[src/rtl/display_pkg.sv]
// Shared constants for the hex scan display: segment type, blank pattern and
// the active-low hex glyph table (bit 0 = segment a ... bit 6 = segment g).
package display_pkg;

    typedef logic [6:0] seg_t;

    localparam seg_t SEG_OFF = 7'h7F;

    localparam seg_t HEX_SEG [16] = '{
        7'h40, 7'h79, 7'h24, 7'h30, 7'h19, 7'h12, 7'h02, 7'h78,
        7'h00, 7'h10, 7'h08, 7'h03, 7'h46, 7'h21, 7'h06, 7'h0E
    };

endpackage

[src/rtl/hex_scan_display_if.sv]
// Bundle between the processor result bus and the scanned 7-segment display.
interface hex_scan_display_if
    import display_pkg::*;
#(
    parameter int unsigned DIGITS = 8
);

    logic [31:0]       data_i;
    logic              blank_lz_i;
    logic [DIGITS-1:0] an_o;
    seg_t              seg_o;
    logic              dp_o;
    logic              frame_o;

    modport master (
        output data_i, blank_lz_i,
        input  an_o, seg_o, dp_o, frame_o
    );

    modport slave (
        input  data_i, blank_lz_i,
        output an_o, seg_o, dp_o, frame_o
    );

endinterface

[src/rtl/hex_to_7seg.sv]
// Combinational nibble to active-low 7-segment glyph.
module hex_to_7seg
    import display_pkg::*;
(
    input  logic [3:0] nib,
    output seg_t       seg
);

    always_comb begin
        seg = HEX_SEG[nib];
    end

endmodule

[src/rtl/hex_scan_display.sv]
// Time-multiplexed common-anode hex display; the value is snapshotted once per
// frame so a digit scan never mixes two different input values.
module hex_scan_display
    import display_pkg::*;
#(
    parameter int unsigned CLK_DIV = 10000,
    parameter int unsigned DIGITS  = 8
) (
    input  logic               clk_i,
    input  logic               rst_i,
    hex_scan_display_if.slave  bus
);

    localparam int unsigned CW = $clog2(CLK_DIV);
    localparam int unsigned IW = (DIGITS > 1) ? $clog2(DIGITS) : 1;

    logic [CW-1:0]     cnt_q;
    logic [IW-1:0]     idx_q;
    logic [31:0]       snap_q;
    logic              frame_q;
    logic [DIGITS-1:0] an_q, an_d;
    seg_t              seg_q, seg_d;

    logic              tick;
    logic              last;
    logic [3:0]        nib;
    seg_t              nib_seg;
    logic              hi_zero;
    logic              blank;

    assign tick = (cnt_q == CW'(CLK_DIV - 1));
    assign last = (idx_q == IW'(DIGITS - 1));

    always_ff @(posedge clk_i or posedge rst_i) begin
        if (rst_i) begin
            cnt_q   <= '0;
            idx_q   <= '0;
            snap_q  <= '0;
            frame_q <= 1'b0;
            an_q    <= '1;
            seg_q   <= SEG_OFF;
        end else begin
            cnt_q   <= tick ? '0 : cnt_q + 1'b1;
            frame_q <= tick && last;
            an_q    <= an_d;
            seg_q   <= seg_d;
            if (tick) begin
                if (last) begin
                    idx_q  <= '0;
                    snap_q <= bus.data_i;
                end else begin
                    idx_q  <= idx_q + 1'b1;
                end
            end
        end
    end

    hex_to_7seg u_hex_to_7seg (
        .nib (nib),
        .seg (nib_seg)
    );

    // A digit is a leading zero only if it and every more significant digit are zero.
    always_comb begin
        nib     = snap_q[{idx_q, 2'b00} +: 4];
        hi_zero = 1'b1;
        for (int i = 0; i < int'(DIGITS); i++) begin
            if (i >= int'(idx_q) && snap_q[4*i +: 4] != 4'h0) begin
                hi_zero = 1'b0;
            end
        end
        blank = bus.blank_lz_i && (idx_q != '0) && hi_zero;
        an_d  = '1;
        seg_d = SEG_OFF;
        if (!blank) begin
            an_d[idx_q] = 1'b0;
            seg_d       = nib_seg;
        end
    end

    assign bus.an_o    = an_q;
    assign bus.seg_o   = seg_q;
    assign bus.dp_o    = 1'b1;
    assign bus.frame_o = frame_q;

endmodule

[src/flat_wrapper.sv]
// flat-port wrapper written by rule: the top's interface ports become plain ports
module hex_scan_display_flat import display_pkg::*;
#(
    parameter int unsigned CLK_DIV = 10000,
    parameter int unsigned DIGITS  = 8
)
  (clk_i, rst_i, bus_data_i, bus_blank_lz_i, bus_an_o, bus_seg_o, bus_dp_o, bus_frame_o);
  hex_scan_display_if #(.DIGITS(DIGITS)) bus_i ();
  input  logic clk_i;
  input  logic rst_i;
  input wire logic [$bits(bus_i.data_i)-1:0] bus_data_i;
  input wire logic [$bits(bus_i.blank_lz_i)-1:0] bus_blank_lz_i;
  output wire logic [$bits(bus_i.an_o)-1:0] bus_an_o;
  output wire logic [$bits(bus_i.seg_o)-1:0] bus_seg_o;
  output wire logic [$bits(bus_i.dp_o)-1:0] bus_dp_o;
  output wire logic [$bits(bus_i.frame_o)-1:0] bus_frame_o;
  assign bus_i.data_i = bus_data_i;
  assign bus_i.blank_lz_i = bus_blank_lz_i;
  assign bus_an_o = bus_i.an_o;
  assign bus_seg_o = bus_i.seg_o;
  assign bus_dp_o = bus_i.dp_o;
  assign bus_frame_o = bus_i.frame_o;
  hex_scan_display #(.CLK_DIV(CLK_DIV), .DIGITS(DIGITS)) u_core (.clk_i(clk_i), .rst_i(rst_i), .bus(bus_i));
endmodule
[config.mk]
export PLATFORM = sky130hd
export DESIGN_NAME = hex_scan_display_flat
export DESIGN_NICKNAME = d
export VERILOG_FILES = /design/src/rtl/display_pkg.sv /design/src/rtl/hex_scan_display_if.sv /design/src/rtl/hex_to_7seg.sv /design/src/rtl/hex_scan_display.sv /design/src/flat_wrapper.sv
export SDC_FILE = /design/constraint.sdc
export NUM_CORES = 1
export LEC_CHECK = 0
export ABC_AREA = 1
export CAP_MARGIN = 20
export CORE_MARGIN = 1
export CORE_UTILIZATION = 60
export DETAILED_ROUTE_END_ITERATION = 6
export DONT_BUFFER_PORTS = 1
export GPL_TIMING_DRIVEN = 0
export PLACE_DENSITY_LB_ADDON = 0.2
export SETUP_SLACK_MARGIN = 0.1
export SLEW_MARGIN = 20
export SYNTH_ARGS = -nofsm -noshare
export SYNTH_HDL_FRONTEND = slang
export SYNTH_HIERARCHICAL = 1
export SYNTH_SLANG_ARGS = --single-unit
[constraint.sdc]
create_clock -name clk_i -period 3.6 [get_ports clk_i]
set_clock_uncertainty 0.2 [all_clocks]
set_input_delay 1.08 -clock clk_i [delete_from_list [all_inputs] [get_ports clk_i]]
set_output_delay 1.08 -clock clk_i [all_outputs]
set_load 0.03 [all_outputs]
==> results.ini, run 1 <==
[clock_tree]
cts_tree = built
clock_latency_ns = 0.34
cts_hold_buffers = 0
clk_pin_slew_ns = 0.07
numCtsBuffers = 9
post_cts_resize_count = 0
clockBufferDepth = 2
h-tree-depth = 3
post_cts_buffers = 0
clock-sinks = 65
cts-root-buf = clkbuf_8

[global_routing]
antenna_found_initial = 0
grt_pass1_vias = 2723
grt_max_degree = 38
grt-ovfl-total = 0
grt_pass1_wl_mm = 12.1
grt_use_total = 0.263

[cells_and_area]
postLayoutCoreUtil = 0.684
insertedDiodeCount = 0
nets = 525
final_layout_size_suffix_gt1_frac = 0.114
area_delta_synth_final_pct = 9.74
multiInputGateArea_um2 = 1500
n_fill_cell = 462
layout.cells.non_filler = 555
regArea_um2 = 1650

[place]
dp_hpwl_mm = 5.15
dp.cells = 539
portBuffers = 0
gp_congestion = 0.922
place_ws_ns = 1.17

[critical_path]
path_class = reg -> reg
cp-end-kind = flop
slowest_stage = dfrtp_1
cp.required_ns = 3.68
path_delay_family = buffers and inverters
critPathLaunchType = flop
cp_cell_sequence = clkbuf_2, buf_2, nand2_1, a21oi_1, o21ai_0, nand3b_1, inv_1, ha_1, nand2_1, nand3_1, nand2_1, inv_1, nand2_1
path_max_fanout = 10
crit_path_max_incr_delay_ns = 0.38
cp_data_arrival_time_ns = 2.57
cpMostUsedCell = nand2_1
path_buf_inv = 4

[logic_synthesis]
syn-instance-count = 466
ys_seq_elements = 65
yosys_warnings = 6
syn-cell-area_um2 = 3430
syn-num-nets = 513
synth_cell_types = 30
yosysSeqAreaShare = 0.480
synth.avg_cell_area_um2 = 7.36

[pwr]
powerDensity_nw_per_um2 = 381
irDropWorstVdd_v = 0.000287
p_leak_nw = 1.99

[route]
vias_per_cell = 5.18
dr.pass1.iters = 7
maxUsedRoutingLayer = met4
wl_met2_mm = 3.25
via_count = 2874
wl_met1_mm = 3.30
routed_wl_mm = 7.07
drc = 0
route.met3.wl_um = 312
postRouteAntennaNets = 0
post_drt_wl_per_cell_um = 12.7
drtIter0Drc = 168

[flow_run]
drv_cap = 0

[status]
status = finished clean

[timing]
tns_ns = 0
setup_ws_ns = 1.11
rsz0062_at_grt = no
max_freq_mhz = 402
setup_violations = 0
min_period_over_period = 0.691
slew_violations = 0
fin_crit_ns = 2.49
final-hold-violation-count = 0

[floorplanning]
num_io_pins = 52
core_area_um2 = 5510
start_util = 0.623
rows = 27
dieArea_um2 = 6020
die_h_um = 77.6
die_w_um = 77.6

[worst_hold_path]
hold_class = reg -> reg

[flip-flops by register name, indices dropped and copies added, names as in the netlist]
signal              flops
u_core/bus.seg_o        7
u_core/bus.an_o         8
u_core/idx_q            3
u_core/bus.frame_o      1
u_core/snap_q          32
u_core/cnt_q           14
[cells in the final DEF, fill, tap and decap left out, types with 2 or more instances in the layout]
master      instances
xor2_1              3
nand3_1            23
dfstp_2            15
nand3b_1            2
buf_6               2
nor3_1              7
inv_1              45
buf_2               5
clkinvlp_4          2
nor2_1             39
bufinv_16           2
a22oi_1             2
ha_1               12
clkbuf_8           10
nand4_1             2
dfrtp_1            50
nand2_1           218
a21oi_1             6
o21bai_1            2
inv_2               5
o21ai_0            11
buf_4               5
[synth_stat cells, drive strengths merged]
library cell	count	area, µm²
clkbuf	1	5.00
a21oi	6	30.0
or2	1	6.26
buf	12	85.1
xor2	3	26.3
and2	1	6.26
o2bb2ai	1	8.76
inv	51	191
nand2	218	818
ha	12	150
nor3	7	35.0
dfrtp	50	1250
conb	1	3.75
nand3b	2	15.0
nor2	41	164
nand3	24	125
a22oi	2	15.0
o21ai	13	68.8
dfstp	15	394
o21bai	2	15.0
nand4	2	12.5
clkinv	1	3.75
[worst reg2reg max path: cells and delay by family, from the launching register on]
family | cells | cell delay [ns]
AO/OA/AOI/OAI | 2 | 0.34
adder cells (fa/ha/maj) | 1 | 0.27
buffers and inverters | 4 | 0.63
flip-flops | 1 | 0.38
AND/OR/NAND/NOR | 6 | 0.61
[per-layer routing]
metal / vias to the layer above / global-route usage
met5: - / 0
met4: 0 / 0.147
met3: 14 / 0.0553
met2: 90 / 0.406
met1: 1329 / 0.346
li1: 1441 / -
[power breakdown]
| group | internal (mW) | switching [mW] | total (mW) |
|---|---|---|---|
| clock network | 0.408 | 0.276 | 0.684 |
| registers | 0.731 | 0 | 0.731 |
| logic | 0.00322 | 0.0150 | 0.0182 |
| total | 1.14 | 0.291 | 1.43 |
[worst paths after layout]
kind,endpoint,slack [ns],start,depth (start not counted)
setup reg to reg,u_core/bus.seg_o[3]$_DFF_PP1_,1.11,u_core/idx_q[0]$_DFFE_PP0N_,13
hold reg to reg,u_core/cnt_q[0]$_DFF_PP0_,0.27,u_core/cnt_q[0]$_DFF_PP0_,1
setup / recovery,u_core/bus.seg_o[3]$_DFF_PP1_,1.11,u_core/idx_q[0]$_DFFE_PP0N_,13
max in group asynchronous,u_core/snap_q[0]$_DFFE_PP0P_,2.31,rst_i,2
hold / removal,u_core/cnt_q[0]$_DFF_PP0_,0.27,u_core/cnt_q[0]$_DFF_PP0_,1
min in group asynchronous,u_core/snap_q[16]$_DFFE_PP0P_,0.38,rst_i,1
[stage by stage]
step                      instance area [µm²]  hold WS [ns]  total power, mW
final                                    3760         0.274             1.43
after global routing                     3760         0.310             1.47
after CTS                                3760         0.272             1.45
after detailed placement                 3540         0.261            0.764
after global placement                   3520         0.248            0.760
after floorplan                          3430         0.233            0.757
[final cells by class]
class	count	share of cell area
Buffer	13	0.0239
Clock buffer	11	0.0376
Clock inverter	5	0.0213
Inverter	52	0.0525
Multi-Input combinational cell	336	0.398
Sequential cell	65	0.437
Tap cell	72	0.0239
Timing Repair Buffer	1	0.00532
[logic make-up after synthesis]
kind of cell / share of synthesized area
buf+inv: 0.0831
other cells: 0.00109
simple gates: 0.345
compound gates: 0.0401
fa+ha+maj: 0.0438
flops: 0.480
xor+xnor: 0.00766
Note: power is estimated with default switching activity, not from simulation.
==> inputs of run 2 (changes only) <==
- CORE_UTILIZATION: 60 -> 57
- clock period: 3.6 -> 2.2 ns (I/O delays scaled with it)
==> run 2 against run 1 <==
  * The run now ends with setup timing left
  * Cell area up 9.0%
  * Global-route usage grew 1.1 points
  * Final cell count grew 3.1%
  * Sequential cell count unchanged
  * Clock-buffer cell count increased by 2
  * Sequential share of layout area down 3.6 points
  * Power up 64%
  * Via count increased by 6.5%
  * Hold slack worse by 0.20 ns
  * Core utilization is 4.4 points higher
  * Critical path depth stayed put
  * Non-clock buffer count increased by 17
  * Highest routed layer unchanged
==> results.ini, run 2 (synthesized netlist as in run 1, its figures left out) <==
[status]
status = finished, violations left  ; was finished clean
violations = setup timing

[pwr]
p_leak_nw = 2.08  ; was 1.99 nW
powerDensity_nw_per_um2 = 573  ; was 381 nW/µm²
irDropWorstVdd_v = 0.000428  ; was 0.000287 V

[critical_path]
path_max_fanout = 10  ; unchanged
cp-end-kind = flop  ; unchanged
cpMostUsedCell = nand2_1  ; unchanged
cp_data_arrival_time_ns = 2.30  ; was 2.57 ns
regToRegSetupSlack_ns = -0.02  ; was 1.11 ns
slowest_stage = dfrtp_1  ; unchanged
crit_path_max_incr_delay_ns = 0.40  ; was 0.38 ns
path_buf_inv = 4  ; unchanged
cp_cell_sequence = buf_8, inv_6, nand2_1, a21oi_1, o21ai_1, nand3b_1, inv_2, ha_4, nand2_2, nand3_2, nand2_1, inv_1, nand2_1  ; was clkbuf_2, buf_2, nand2_1, a21oi_1, o21ai_0, nand3b_1, inv_1, ha_1, nand2_1, nand3_1, nand2_1, inv_1, nand2_1
path_class = reg -> reg  ; unchanged
r2r_cells = 13  ; unchanged
timing.rr.start = u_core/idx_q[0]$_DFFE_PP0N_  ; unchanged
critPathLaunchType = flop  ; unchanged
reg2reg_to = u_core/bus.seg_o[3]$_DFF_PP1_  ; unchanged
path_delay_family = simple AND/OR/NAND/NOR gates  ; was buffers and inverters
cp.required_ns = 2.28  ; was 3.68 ns

[clock_tree]
cts-root-buf = clkbuf_8  ; unchanged
h-tree-depth = 3  ; unchanged
clk_pin_slew_ns = 0.07  ; about the same
clockBufferDepth = 2  ; unchanged
cts_tree = built  ; unchanged
clock-sinks = 65  ; unchanged
numCtsBuffers = 9  ; unchanged
clock_latency_ns = 0.35  ; was 0.34 ns

[place]
dp.cells = 539  ; unchanged
post_dp_cell_area_um2 = 3550  ; was 3540 µm²
gp_congestion = 0.946  ; was 0.922
portBuffers = 0  ; unchanged
place_ws_ns = -0.203  ; was 1.17 ns
dp_hpwl_mm = 5.19  ; was 5.15 mm

[route]
postRouteAntennaNets = 0  ; unchanged
drc = 0  ; unchanged
via_count = 3061  ; was 2,874
dr.pass1.iters = 5  ; was 7
post_drt_wl_per_cell_um = 14.4  ; was 12.7 µm
vias_per_cell = 5.35  ; was 5.18
routed_wl_mm = 8.21  ; was 7.07 mm
drtIter0Drc = 187  ; was 168

[timing]
tns_ns = -0.0414  ; was 0 ns
tightest_slew_ns = 0.695
max_freq_mhz = 450  ; was 402 MHz
final-hold-violation-count = 0  ; unchanged
setup_violations = 3  ; was 0
rsz0062_at_grt = yes  ; was no
slew_violations = 0  ; unchanged
min_period_over_period = 1.01  ; was 0.691
slew_headroom = 0.536
setup_ws_ns = -0.0216  ; was 1.11 ns
fin_crit_ns = 2.22  ; was 2.49 ns

[floorplanning]
num_io_pins = 52  ; unchanged
die_w_um = 79.6  ; was 77.6 µm
dieArea_um2 = 6330  ; was 6020 µm²
die_h_um = 79.6  ; was 77.6 µm
rows = 27  ; unchanged
core_area_um2 = 5640  ; was 5510 µm²
start_util = 0.608  ; was 0.623

[cells_and_area]
n_fill_cell = 428  ; was 462
nets = 542  ; was 525
layout.cells.non_filler = 572  ; was 555
largest_register_ffs = 32  ; unchanged
final_layout_size_suffix_gt1_frac = 0.206  ; was 0.114
stdcell_area_um2 = 4100  ; was 3760 µm²
multiInputGateArea_um2 = 1650  ; was 1500 µm²
insertedDiodeCount = 0  ; unchanged
regMostFlops = u_core/snap_q  ; unchanged
final_cell_mix = nand2_1, dfrtp_1, inv_1, nor2_1, buf_4  ; was nand2_1, dfrtp_1, inv_1, nor2_1, nand3_1
regArea_um2 = 1650  ; about the same
final_common_cell = nand2_1  ; unchanged
area_delta_synth_final_pct = 19.6  ; was 9.74%

[worst_hold_path]
hold_class = in -> async  ; was reg -> reg

[global_routing]
grt_pass1_vias = 3009  ; was 2,723
grt_pass1_wl_mm = 13.1  ; was 12.1 mm
grt_max_degree = 35  ; was 38
antenna_found_initial = 0  ; unchanged
grt_use_total = 0.274  ; was 0.263
grt-ovfl-total = 0  ; unchanged

[flow_run]
drv_cap = 0  ; unchanged

-- run 2: through the flow --
step,utilization,total power [mW],hold slack [ns]
6_report,0.727,2.35,0.0772
5_1_grt,0.727,2.43,0.113
4_1_cts,0.709,2.37,0.0865
3_5_place_dp,0.629,1.25,0.266
3_3_place_gp,0.626,1.25,0.253
2_1_floorplan,-,1.24,0.233
-- run 2: cell type report --
class	instances	area share
Clock inverter	3	0.0159
Buffer	13	0.0284
Sequential cell	65	0.401
Timing Repair Buffer	18	0.0421
Multi-Input combinational cell	336	0.402
Clock buffer	13	0.0363
Inverter	52	0.0521
Tap cell	72	0.0220
-- run 2: worst max-delay path by stage --
stage	start	endpoint	slack, ns	depth (start not counted)
after floorplan	u_core/idx_q[0]$_DFFE_PP0N_	u_core/bus.seg_o[3]$_DFF_PP1_	0.12	13
after global placement	u_core/idx_q[0]$_DFFE_PP0N_	u_core/bus.seg_o[3]$_DFF_PP1_	-0.18	13
after detailed placement	u_core/idx_q[0]$_DFFE_PP0N_	u_core/bus.seg_o[3]$_DFF_PP1_	-0.20	13
after CTS	u_core/idx_q[0]$_DFFE_PP0N_	u_core/bus.seg_o[0]$_DFF_PP1_	0.06	16
after global routing	u_core/idx_q[0]$_DFFE_PP0N_	u_core/bus.seg_o[3]$_DFF_PP1_	-0.13	14
final	u_core/idx_q[0]$_DFFE_PP0N_	u_core/bus.seg_o[3]$_DFF_PP1_	-0.02	13
-- run 2: per-layer routing --
metal | vias up | global-route usage | wire, µm
met2 | 114 | 0.454 | 4020
met1 | 1446 | 0.336 | 3560
met4 | 0 | 0.129 | 213
met3 | 23 | 0.0651 | 418
li1 | 1478 | - | -
met5 | - | 0 | 0
-- run 2: report_power, final --
group          internal, mW  switching, mW  leakage (nW)  total, mW
Clock                 0.669          0.457         0.108       1.13
Combinational       0.00518         0.0250          1.30     0.0302
Sequential             1.20              0         0.672       1.20
Total                  1.87          0.482          2.08       2.35
-- run 2: what timing repair did --
item	in CTS	in global routing
hold buffers	0	0
pin swaps	15	7
buffers inserted	10	5
setup endpoints to repair	7	22
gates resized for setup	39	18
cloned	2	0
